`src/rtl/allpass_pkg.sv`:
```
// Shared types and arithmetic helpers for the 2x allpass half-band interpolator.
package allpass_pkg;

    typedef enum logic [1:0] {
        IDLE = 2'd0,
        CALC = 2'd1,
        OUT0 = 2'd2,
        OUT1 = 2'd3
    } state_t;

    // Round-half-up bias, 2^(width-2), added to the product before the WIDTH-1 fraction bits are dropped
    function automatic logic signed [63:0] roundBias(input int width);
        return 64'sd1 <<< (width - 2);
    endfunction

    // Clip a wide signed value into the signed range of a width-bit word
    function automatic logic signed [63:0] satToWidth(input logic signed [63:0] value, input int width);
        logic signed [63:0] maxVal;
        logic signed [63:0] minVal;
        maxVal = (64'sd1 <<< (width - 1)) - 64'sd1;
        minVal = -(64'sd1 <<< (width - 1));
        if (value > maxVal) begin
            return maxVal;
        end else if (value < minVal) begin
            return minVal;
        end
        return value;
    endfunction

    // Bit offset of section k inside a packed coefficient bus
    function automatic int coefLsb(input int section, input int width);
        return section * width;
    endfunction

endpackage

```
`src/rtl/allpass_interp2_if.sv`:
```
// Sample-in / sample-out handshake bus of the allpass interpolator, plus the packed coefficient inputs.
interface allpass_interp2_if #(
    parameter int WIDTH = 16,
    parameter int N     = 2
);
    logic signed [WIDTH-1:0] din;
    logic                    in_valid;
    logic                    in_ready;
    logic [N*WIDTH-1:0]      c0;
    logic [N*WIDTH-1:0]      c1;
    logic signed [WIDTH-1:0] dout;
    logic                    out_valid;
    logic                    out_ready;

    modport master (
        output din,
        output in_valid,
        output c0,
        output c1,
        output out_ready,
        input  in_ready,
        input  dout,
        input  out_valid
    );

    modport slave (
        input  din,
        input  in_valid,
        input  c0,
        input  c1,
        input  out_ready,
        output in_ready,
        output dout,
        output out_valid
    );
endinterface

```
`src/rtl/allpass_mac.sv`:
```
// Single first-order allpass section, purely combinational: y = xprev + a*(x - yprev), saturated.
module allpass_mac
    import allpass_pkg::*;
#(
    parameter int WIDTH = 16
) (
    input  logic signed [WIDTH-1:0] x_i,
    input  logic signed [WIDTH-1:0] xPrev_i,
    input  logic signed [WIDTH-1:0] yPrev_i,
    input  logic signed [WIDTH-1:0] a_i,
    output logic signed [WIDTH-1:0] y_o
);
    localparam int DW = WIDTH + 1;
    localparam int PW = 2 * WIDTH + 1;
    localparam int RW = WIDTH + 2;
    localparam int SW = WIDTH + 3;

    logic signed [DW-1:0] diff;
    logic signed [PW-1:0] product;
    logic signed [PW-1:0] biased;
    logic signed [PW-1:0] shifted;
    logic signed [RW-1:0] rounded;
    logic signed [SW-1:0] sum;
    logic signed [63:0]   clipped;

    // Difference at WIDTH+1 bits, full product, round half up, add xprev, then clip to WIDTH bits
    always_comb begin
        diff    = DW'(x_i) - DW'(yPrev_i);
        product = PW'(a_i) * PW'(diff);
        biased  = product + PW'(roundBias(WIDTH));
        shifted = biased >>> (WIDTH - 1);
        rounded = RW'(shifted);
        sum     = SW'(xPrev_i) + SW'(rounded);
        clipped = satToWidth(64'(sum), WIDTH);
        y_o     = WIDTH'(clipped);
    end

endmodule

```
`src/rtl/allpass_interp2.sv`:
```
// 2x polyphase allpass interpolator: one shared section datapath walks both branches, then emits A0 and A1.
module allpass_interp2
    import allpass_pkg::*;
#(
    parameter int WIDTH = 16,
    parameter int N     = 2
) (
    input logic              clk,
    input logic              rst,
    allpass_interp2_if.slave bus
);
    localparam int            S       = 2 * N;
    localparam int            KW      = (S > 1) ? $clog2(S) : 1;
    localparam logic [KW-1:0] K_LAST  = KW'(S - 1);
    localparam logic [KW-1:0] K_SPLIT = KW'(N);

    state_t                  state_q;
    state_t                  state_d;
    logic [KW-1:0]           k_q;
    logic [KW-1:0]           k_d;
    logic signed [WIDTH-1:0] din_q;
    logic signed [WIDTH-1:0] coef_q  [S];
    logic signed [WIDTH-1:0] xPrev_q [S];
    logic signed [WIDTH-1:0] yPrev_q [S];

    logic                    accept;
    logic                    inReady;
    logic                    outValid;
    logic signed [WIDTH-1:0] doutSel;
    logic                    firstSection;
    logic [KW-1:0]           prevIdx;
    logic signed [WIDTH-1:0] macX;
    logic signed [WIDTH-1:0] macY;

    // Section 0 of a branch consumes the latched sample; later sections consume the y their predecessor wrote last cycle
    always_comb begin
        firstSection = (k_q == '0) || (k_q == K_SPLIT);
        prevIdx      = (k_q == '0) ? '0 : k_q - KW'(1);
        macX         = firstSection ? din_q : yPrev_q[prevIdx];
    end

    allpass_mac #(
        .WIDTH(WIDTH)
    ) u_mac (
        .x_i     (macX),
        .xPrev_i (xPrev_q[k_q]),
        .yPrev_i (yPrev_q[k_q]),
        .a_i     (coef_q[k_q]),
        .y_o     (macY)
    );

    // Next state, section counter and handshake outputs; dout is forced to zero outside the output states
    always_comb begin
        state_d  = state_q;
        k_d      = k_q;
        inReady  = 1'b0;
        outValid = 1'b0;
        doutSel  = '0;
        accept   = 1'b0;
        case (state_q)
            IDLE: begin
                inReady = !rst;
                accept  = bus.in_valid && !rst;
                if (accept) begin
                    state_d = CALC;
                    k_d     = '0;
                end
            end
            CALC: begin
                if (k_q == K_LAST) begin
                    state_d = OUT0;
                    k_d     = '0;
                end else begin
                    k_d = k_q + KW'(1);
                end
            end
            OUT0: begin
                outValid = 1'b1;
                doutSel  = yPrev_q[N-1];
                if (bus.out_ready) begin
                    state_d = OUT1;
                end
            end
            OUT1: begin
                outValid = 1'b1;
                doutSel  = yPrev_q[S-1];
                if (bus.out_ready) begin
                    state_d = IDLE;
                end
            end
            default: begin
                state_d = IDLE;
            end
        endcase
    end

    // FSM state and section counter
    always_ff @(posedge clk) begin
        if (rst) begin
            state_q <= IDLE;
            k_q     <= '0;
        end else begin
            state_q <= state_d;
            k_q     <= k_d;
        end
    end

    // Latch sample and coefficients at accept; write back one section's xprev/yprev per CALC cycle
    always_ff @(posedge clk) begin
        if (rst) begin
            din_q <= '0;
            for (int i = 0; i < S; i++) begin
                coef_q[i]  <= '0;
                xPrev_q[i] <= '0;
                yPrev_q[i] <= '0;
            end
        end else begin
            if (accept) begin
                din_q <= bus.din;
                for (int i = 0; i < N; i++) begin
                    coef_q[i]     <= bus.c0[coefLsb(i, WIDTH) +: WIDTH];
                    coef_q[N + i] <= bus.c1[coefLsb(i, WIDTH) +: WIDTH];
                end
            end
            if (state_q == CALC) begin
                xPrev_q[k_q] <= macX;
                yPrev_q[k_q] <= macY;
            end
        end
    end

    assign bus.in_ready  = inReady;
    assign bus.out_valid = outValid;
    assign bus.dout      = doutSel;

endmodule

```
`src/flat_wrapper.sv`:
```
// flat-port wrapper written by rule: the top's interface ports become plain ports
module allpass_interp2_flat import allpass_pkg::*;
#(
    parameter int WIDTH = 16,
    parameter int N     = 2
)
  (clk, rst, bus_din, bus_in_valid, bus_c0, bus_c1, bus_out_ready, bus_in_ready, bus_dout, bus_out_valid);
  allpass_interp2_if #(.WIDTH(WIDTH), .N(N)) bus_i ();
  input logic clk;
  input logic rst;
  input wire logic [$bits(bus_i.din)-1:0] bus_din;
  input wire logic [$bits(bus_i.in_valid)-1:0] bus_in_valid;
  input wire logic [$bits(bus_i.c0)-1:0] bus_c0;
  input wire logic [$bits(bus_i.c1)-1:0] bus_c1;
  input wire logic [$bits(bus_i.out_ready)-1:0] bus_out_ready;
  output wire logic [$bits(bus_i.in_ready)-1:0] bus_in_ready;
  output wire logic [$bits(bus_i.dout)-1:0] bus_dout;
  output wire logic [$bits(bus_i.out_valid)-1:0] bus_out_valid;
  assign bus_i.din = bus_din;
  assign bus_i.in_valid = bus_in_valid;
  assign bus_i.c0 = bus_c0;
  assign bus_i.c1 = bus_c1;
  assign bus_i.out_ready = bus_out_ready;
  assign bus_in_ready = bus_i.in_ready;
  assign bus_dout = bus_i.dout;
  assign bus_out_valid = bus_i.out_valid;
  allpass_interp2 #(.WIDTH(WIDTH), .N(N)) u_core (.clk(clk), .rst(rst), .bus(bus_i));
endmodule
```
`config.mk`:
```
export PLATFORM = sky130hd
export DESIGN_NAME = allpass_interp2_flat
export DESIGN_NICKNAME = d
export VERILOG_FILES = /design/src/rtl/allpass_pkg.sv /design/src/rtl/allpass_interp2_if.sv /design/src/rtl/allpass_mac.sv /design/src/rtl/allpass_interp2.sv /design/src/flat_wrapper.sv
export SDC_FILE = /design/constraint.sdc
export NUM_CORES = 1
export LEC_CHECK = 0
export ABC_AREA = 0
export BUFFER_PORTS_ARGS = -buffer_cell sky130_fd_sc_hd__buf_2
export CAP_MARGIN = 20
export CORE_ASPECT_RATIO = 1.25
export CORE_MARGIN = 5
export CORE_UTILIZATION = 50
export DETAILED_ROUTE_END_ITERATION = 10
export PLACE_DENSITY_LB_ADDON = 0.15
export SLEW_MARGIN = 20
export SYNTH_ARGS = -nofsm -noshare
export SYNTH_HDL_FRONTEND = slang
export SYNTH_HIERARCHICAL = 1
export SYNTH_SLANG_ARGS = --single-unit
```
`constraint.sdc`:
```
create_clock -name clk -period 12.35 [get_ports clk]
set_clock_uncertainty 0.15 [all_clocks]
set_input_delay 0.6175 -clock clk [delete_from_list [all_inputs] [get_ports clk]]
set_output_delay 0.6175 -clock clk [all_outputs]
set_load 0.01 [all_outputs]
```
==> results of run 1 <==
## worst register-to-register path: cells and delay by family (launching register included)
kind | cells | cell delay [ns]
flops | 1 | 0.47
buf+inv | 7 | 0.87
simple gates | 6 | 1.18
fa+ha+maj | 10 | 4.18
xor+xnor | 2 | 0.40
compound gates | 17 | 4.40
## cell usage in the layout (no fill, tap or decap), drive strengths merged, types with 7 or more instances in the layout
master and n:
inv 389, fa 272, and2 229, nand2 195, edfxtp 192, buf 157
ha 124, nor2 119, o21ai 61, mux4 48, xnor2 37, nand2b 32
a21oi 29, clkbuf 29, dfxtp 22, xor2 21, nor2b 19, a22o 16
mux2i 16, a21o 14, o21a 13, nor3 12, mux2 11, nand3 11
or3b 9, o221a 9, nor3b 9, a31oi 9, o31ai 8, a211o 7
o211ai 7
## cell families (layout without fill, tap and decap cells)
kind of cell,count (synthesis),in the layout
AO/OA/AOI/OAI,209,209
XOR/XNOR,58,58
adder cells (fa/ha/maj),397,397
buffers and inverters,476,581
flip-flops,214,214
multiplexers,75,75
AND/OR/NAND/NOR,651,651
## cell type report
cell class	count	area, um^2	share of cell area, %
Clock buffer	29	556	2.32
Inverter	387	1450	6.07
Clock inverter	8	67.6	0.283
Multi-Input combinational cell	1390	14000	58.4
Sequential cell	214	6210	26.0
Timing Repair Buffer	157	938	3.92
Tap cell	572	716	2.99
## through the flow
step	TNS (ns)	std cells	hold slack (ns)
floorplan	0	2080	0.295
global placement	0	2712	0.321
detailed placement	-2.31	2712	0.318
CTS	0	2751	0.134
global route	-0.0609	2757	0.155
finish	0	2757	0.155
## state kept, by name (all words and copies together), names as in the netlist, named ones only
name            flops
u_core/state_q      2
u_core/yPrev_q     64
u_core/k_q          2
u_core/coef_q      64
u_core/xPrev_q     64
u_core/din_q       16
## layer usage
layer / share of wire (%) / GRT usage [%] / vias up
li1: - / - / 6865
met1: 37 / 28.1 / 7717
met2: 54 / 45.0 / 382
met3: 4.0 / 2.47 / 94
met4: 4.5 / 9.18 / 0
met5: 0 / 0 / -
## worst max path at each step
| stage | startpoint | end |
|---|---|---|
| after CTS | u_core/k_q[1]$_SDFFE_PP0P_ | u_core/yPrev_q[2][5]$_SDFFCE_PN0P_ |
| after global placement | u_core/k_q[1]$_SDFFE_PP0P_ | u_core/yPrev_q[1][7]$_SDFFCE_PN0P_ |
| after global routing | u_core/k_q[1]$_SDFFE_PP0P_ | u_core/yPrev_q[3][10]$_DFFE_PP_ |
| after floorplan | u_core/k_q[0]$_SDFFE_PP0P_ | u_core/yPrev_q[0][10]$_SDFFCE_PN0P_ |
| after detailed placement | u_core/k_q[1]$_SDFFE_PP0P_ | u_core/yPrev_q[3][7]$_DFFE_PP_ |
| final | u_core/k_q[1]$_SDFFE_PP0P_ | u_core/yPrev_q[2][10]$_SDFFCE_PN0P_ |
## what timing repair did
item / 4_1_cts / 5_1_grt
pin swaps: 1 / 1
gates resized for setup: 2 / 8
hold buffers: 0 / 0
endpoints found under the setup margin: 44 / 64
buffers inserted: 2 / 6
==> impl_metrics.json, run 1 <==
{
  "status": "finished, final reports clean",
  "worst_slack_ns": 0.545,
  "fillCellCount": 3897,
  "crit_path_top_delay_cell": "fa_1",
  "area_delta_synth_final_pct": 8.75,
  "routed_via_density": 5.46,
  "drv_cap": 0,
  "io_buffers": 101,
  "stdcell_area_um2": 23900,
  "grt_pass1_vias": 16300,
  "path_max_fanout": 14,
  "hold_class": "in2reg",
  "clock_path_buffers": 3,
  "min_to": "u_core/din_q[0]$_SDFFE_PP0P_",
  "synthTopCellsByCount": "384 x inv_1, 272 x fa_1, 229 x and2_1",
  "drtIter0Drc": 896,
  "n_antenna_cell": 0,
  "clock_latency_ns": 0.51,
  "std_cell_rows": 86,
  "ys_ff_latch": 214,
  "wl_per_cell_um": 20.8,
  "drt_first_pass_iters": 8,
  "worstPathArrival_ns": 12.02,
  "cts-root-buf": "clkbuf_16",
  "synth.area.mux_share_pct": 6.21,
  "drive_gt1_share_pct": 14.1,
  "antenna_found_initial": 2,
  "drt-total-wl_mm": 57.5,
  "antenna_left": 0,
  "synth_compound_area_share_pct": 7.58,
  "gp_congestion": 0.890,
  "synth.area.top_cells": "edfxtp_1 26%, fa_1 25%, ha_1 7.1%",
  "drc": 0,
  "die_w_um": 198,
  "critPathBufInv": 7,
  "clk_pin_slew_ns": 0.06,
  "timing.final.hold_violations": 0,
  "cts_tree": "done",
  "synth_warnings": 6,
  "crit_family": "compound AO/OA/AOI/OAI gates",
  "fmax_mhz": 84.7,
  "start_kind": "flop",
  "yosys_most_used_dff": "edfxtp_1",
  "synth_adder_area_share_pct": 31.9,
  "critical_path_class": "reg2reg",
  "die-area_um2": 48300,
  "hold_depth": 3,
  "critPathRequiredTime_ns": 12.56,
  "tightestPinTransition_ns": 1.11,
  "netlist_area_um2": 22000,
  "fin_util_pct": 54.6,
  "slew_headroom_pct": 25.8,
  "critPathCaptureType": "flop",
  "nets": 2651,
  "reg2reg_depth": 42,
  "final_max_slew_viol_count": 0,
  "synth_simple_gate_area_share_pct": 15.3,
  "yosysUniqueCellTypes": 82,
  "dpl-instance-area_um2": 23200,
  "grt-ovfl-total": 0,
  "grt_max_degree": 97,
  "numCtsBuffers": 21,
  "worst-path-stages": 42,
  "period_minus_slack_ns": 11.80,
  "r2r_slack_ns": 0.55,
  "synth.most_common_cell": "inv_1",
  "cts-htree-levels": 1,
  "path_common_cell": "fa_1",
  "min_period_over_period_pct": 95.6,
  "rr_endpoint": "u_core/yPrev_q[2][10]$_SDFFCE_PN0P_",
  "start_util_pct": 50.2,
  "worstReg2RegStart": "u_core/k_q[1]$_SDFFE_PP0P_",
  "synth_top_area_share_pct": 26.2,
  "dieHeight_um": 244,
  "synth_top_area_cell": "edfxtp_1",
  "slowest_delay_ns": 0.55,
  "cts.sinks": 214,
  "netlist_instances": 2080,
  "place_ws_ns": -0.177,
  "place_hpwl_mm": 45.8,
  "synth-xor-area-share_pct": 2.31,
  "min_from": "bus_din[0]",
  "grt_pass1_wl_mm": 89.8,
  "setup_viol_count_final": 0,
  "synthArstFlopShare_pct": 0,
  "synth-edff-count": 192,
  "synth_top_family_by_area": "adder cells",
  "yosysSeqAreaShare_pct": 28.2,
  "via_count": 15100,
  "ios": 102,
  "coreArea_um2": 43800,
  "track_usage_pct": 24.0,
  "syn_area_per_cell_um2": 10.6,
  "syn_nets": 2560
}
Power of run 1 is not shown: default switching activity piles up to over one toggle a cycle in this logic, so the estimate is an artifact.
==> inputs of run 2 (changes only) <==
==> constraint.sdc (replaced) <==
create_clock -name clk -period 13.6 [get_ports clk]
set_clock_uncertainty 0.15 [all_clocks]
set_input_delay 0.68 -clock clk [delete_from_list [all_inputs] [get_ports clk]]
set_output_delay 0.68 -clock clk [all_outputs]
set_load 0.01 [all_outputs]
==> impl_metrics.json, run 2 (synthesis results as in run 1) <==
{
  "drt-total-wl_mm": 57.0,
  "min_period_over_period_pct": 94.8,
  "die_w_um": 198,
  "start_kind": "flop",
  "layout_commonest_cell": "inv_1",
  "critPathCaptureType": "flop",
  "timing.final.hold_violations": 0,
  "clock_latency_ns": 0.52,
  "tightestPinTransition_ns": 1.16,
  "tns_ns": 0,
  "via_count": 15000,
  "final_cell_mix": "384 x inv_1, 272 x fa_1, 229 x and2_1",
  "clk_pin_slew_ns": 0.06,
  "cts-htree-levels": 1,
  "cts_tree": "done",
  "gp_congestion": 0.889,
  "clock_path_buffers": 3,
  "drtIter0Drc": 958,
  "critical_path_class": "reg2reg",
  "path_common_cell": "fa_1",
  "drv_cap": 0,
  "rsz0062_at_grt": "no",
  "status": "finished, final reports clean",
  "dieHeight_um": 244,
  "crit_path_top_delay_cell": "dfxtp_1",
  "routed_via_density": 5.50,
  "wl_per_cell_um": 20.9,
  "ios": 102,
  "die-area_um2": 48300,
  "n_antenna_cell": 0,
  "grt-ovfl-total": 0,
  "grt_max_degree": 98,
  "fillCellCount": 3868,
  "worstPathArrival_ns": 13.01,
  "setup_viol_count_final": 0,
  "std_cell_rows": 86,
  "period_minus_slack_ns": 12.89,
  "place_hpwl_mm": 44.7,
  "grt_pass1_wl_mm": 88.9,
  "grt_pass1_vias": 16000,
  "start_util_pct": 50.2,
  "stdcell_area_um2": 23800,
  "path_max_fanout": 15,
  "drive_gt1_share_pct": 13.4,
  "slew_headroom_pct": 22.9,
  "multiInputGateArea_um2": 14000,
  "area_delta_synth_final_pct": 8.40,
  "nets": 2622,
  "antenna_left": 0,
  "hold_class": "in2reg",
  "io_buffers": 101,
  "drc": 0,
  "numCtsBuffers": 22,
  "fmax_mhz": 77.6,
  "track_usage_pct": 23.8,
  "seq_area_um2": 6210,
  "critPathRequiredTime_ns": 13.72,
  "largestRegisters": "u_core/coef_q: 64 flops, u_core/xPrev_q: 64 flops, u_core/yPrev_q: 64 flops",
  "antenna_found_initial": 0,
  "cts.sinks": 214,
  "hold_depth": 3,
  "slowest_delay_ns": 0.55,
  "reg2reg_depth": 45,
  "coreArea_um2": 43800,
  "fin_util_pct": 54.4,
  "drt_first_pass_iters": 5,
  "r2r_slack_ns": 0.71,
  "final_max_slew_viol_count": 0,
  "cts-root-buf": "clkbuf_16",
  "dpl-instance-area_um2": 23000
}
-- run 2: cell count changes in the layout (fill, tap and decap cells not counted), sizes merged --
cell,delta
buf,-30
clkbuf,-6
bufinv,+3
clkinv,+3
clkinvlp,+3
-- run 2: worst paths after layout --
check / from / end
setup / recovery: u_core/k_q[0]$_SDFFE_PP0P_ / u_core/yPrev_q[2][7]$_SDFFCE_PN0P_
hold / removal: bus_din[1] / u_core/din_q[1]$_SDFFE_PP0P_
setup reg to reg: u_core/k_q[0]$_SDFFE_PP0P_ / u_core/yPrev_q[2][7]$_SDFFCE_PN0P_
hold reg to reg: u_core/din_q[4]$_SDFFE_PP0P_ / u_core/din_q[4]$_SDFFE_PP0P_
-- run 2: routing by layer --
metal / up-vias / global-route usage, % / routed length (um)
met5: - / 0 / 0
met4: 0 / 8.41 / 2130
met3: 112 / 1.92 / 1980
met1: 7723 / 28.3 / 21400
li1: 6802 / - / -
met2: 378 / 44.7 / 31500
-- run 2: through the flow --
stage / hold WS, ns / cells / setup slack (ns)
3_5_place_dp: 0.316 / 2689 / 0.184
6_report: 0.198 / 2730 / 0.710
4_1_cts: 0.180 / 2729 / 0.146
5_1_grt: 0.213 / 2730 / 0.105
2_1_floorplan: 0.295 / 2080 / 2.43
3_3_place_gp: 0.316 / 2689 / 0.478
-- run 2: worst max-delay path, delay by kind of cell (launching register included) --
kind	cells	cell delay (ns)
adder cells (fa/ha/maj)	11	4.62
AO/OA/AOI/OAI	15	3.38
AND/OR/NAND/NOR	7	1.62
buffers and inverters	9	1.14
XOR/XNOR	2	0.77
flip-flops	1	0.55
multiplexers	1	0.35
-- run 2: final cells by class --
cell class | instances | area share (%)
Multi-Input combinational cell | 1390 | 58.6
Timing Repair Buffer | 127 | 2.99
Inverter | 387 | 6.09
Clock inverter | 17 | 0.903
Clock buffer | 23 | 2.33
Sequential cell | 214 | 26.1
Tap cell | 572 | 3.00
-- run 2: timing repair --
action | in CTS | in global routing
endpoints found under the setup margin | 0 | 60
hold buffers | 0 | 0
setup buffers | 0 | 1
gates resized for setup | 0 | 4
hold endpoints to repair | 0 | 0
Power of run 2 is left out for the same reason.
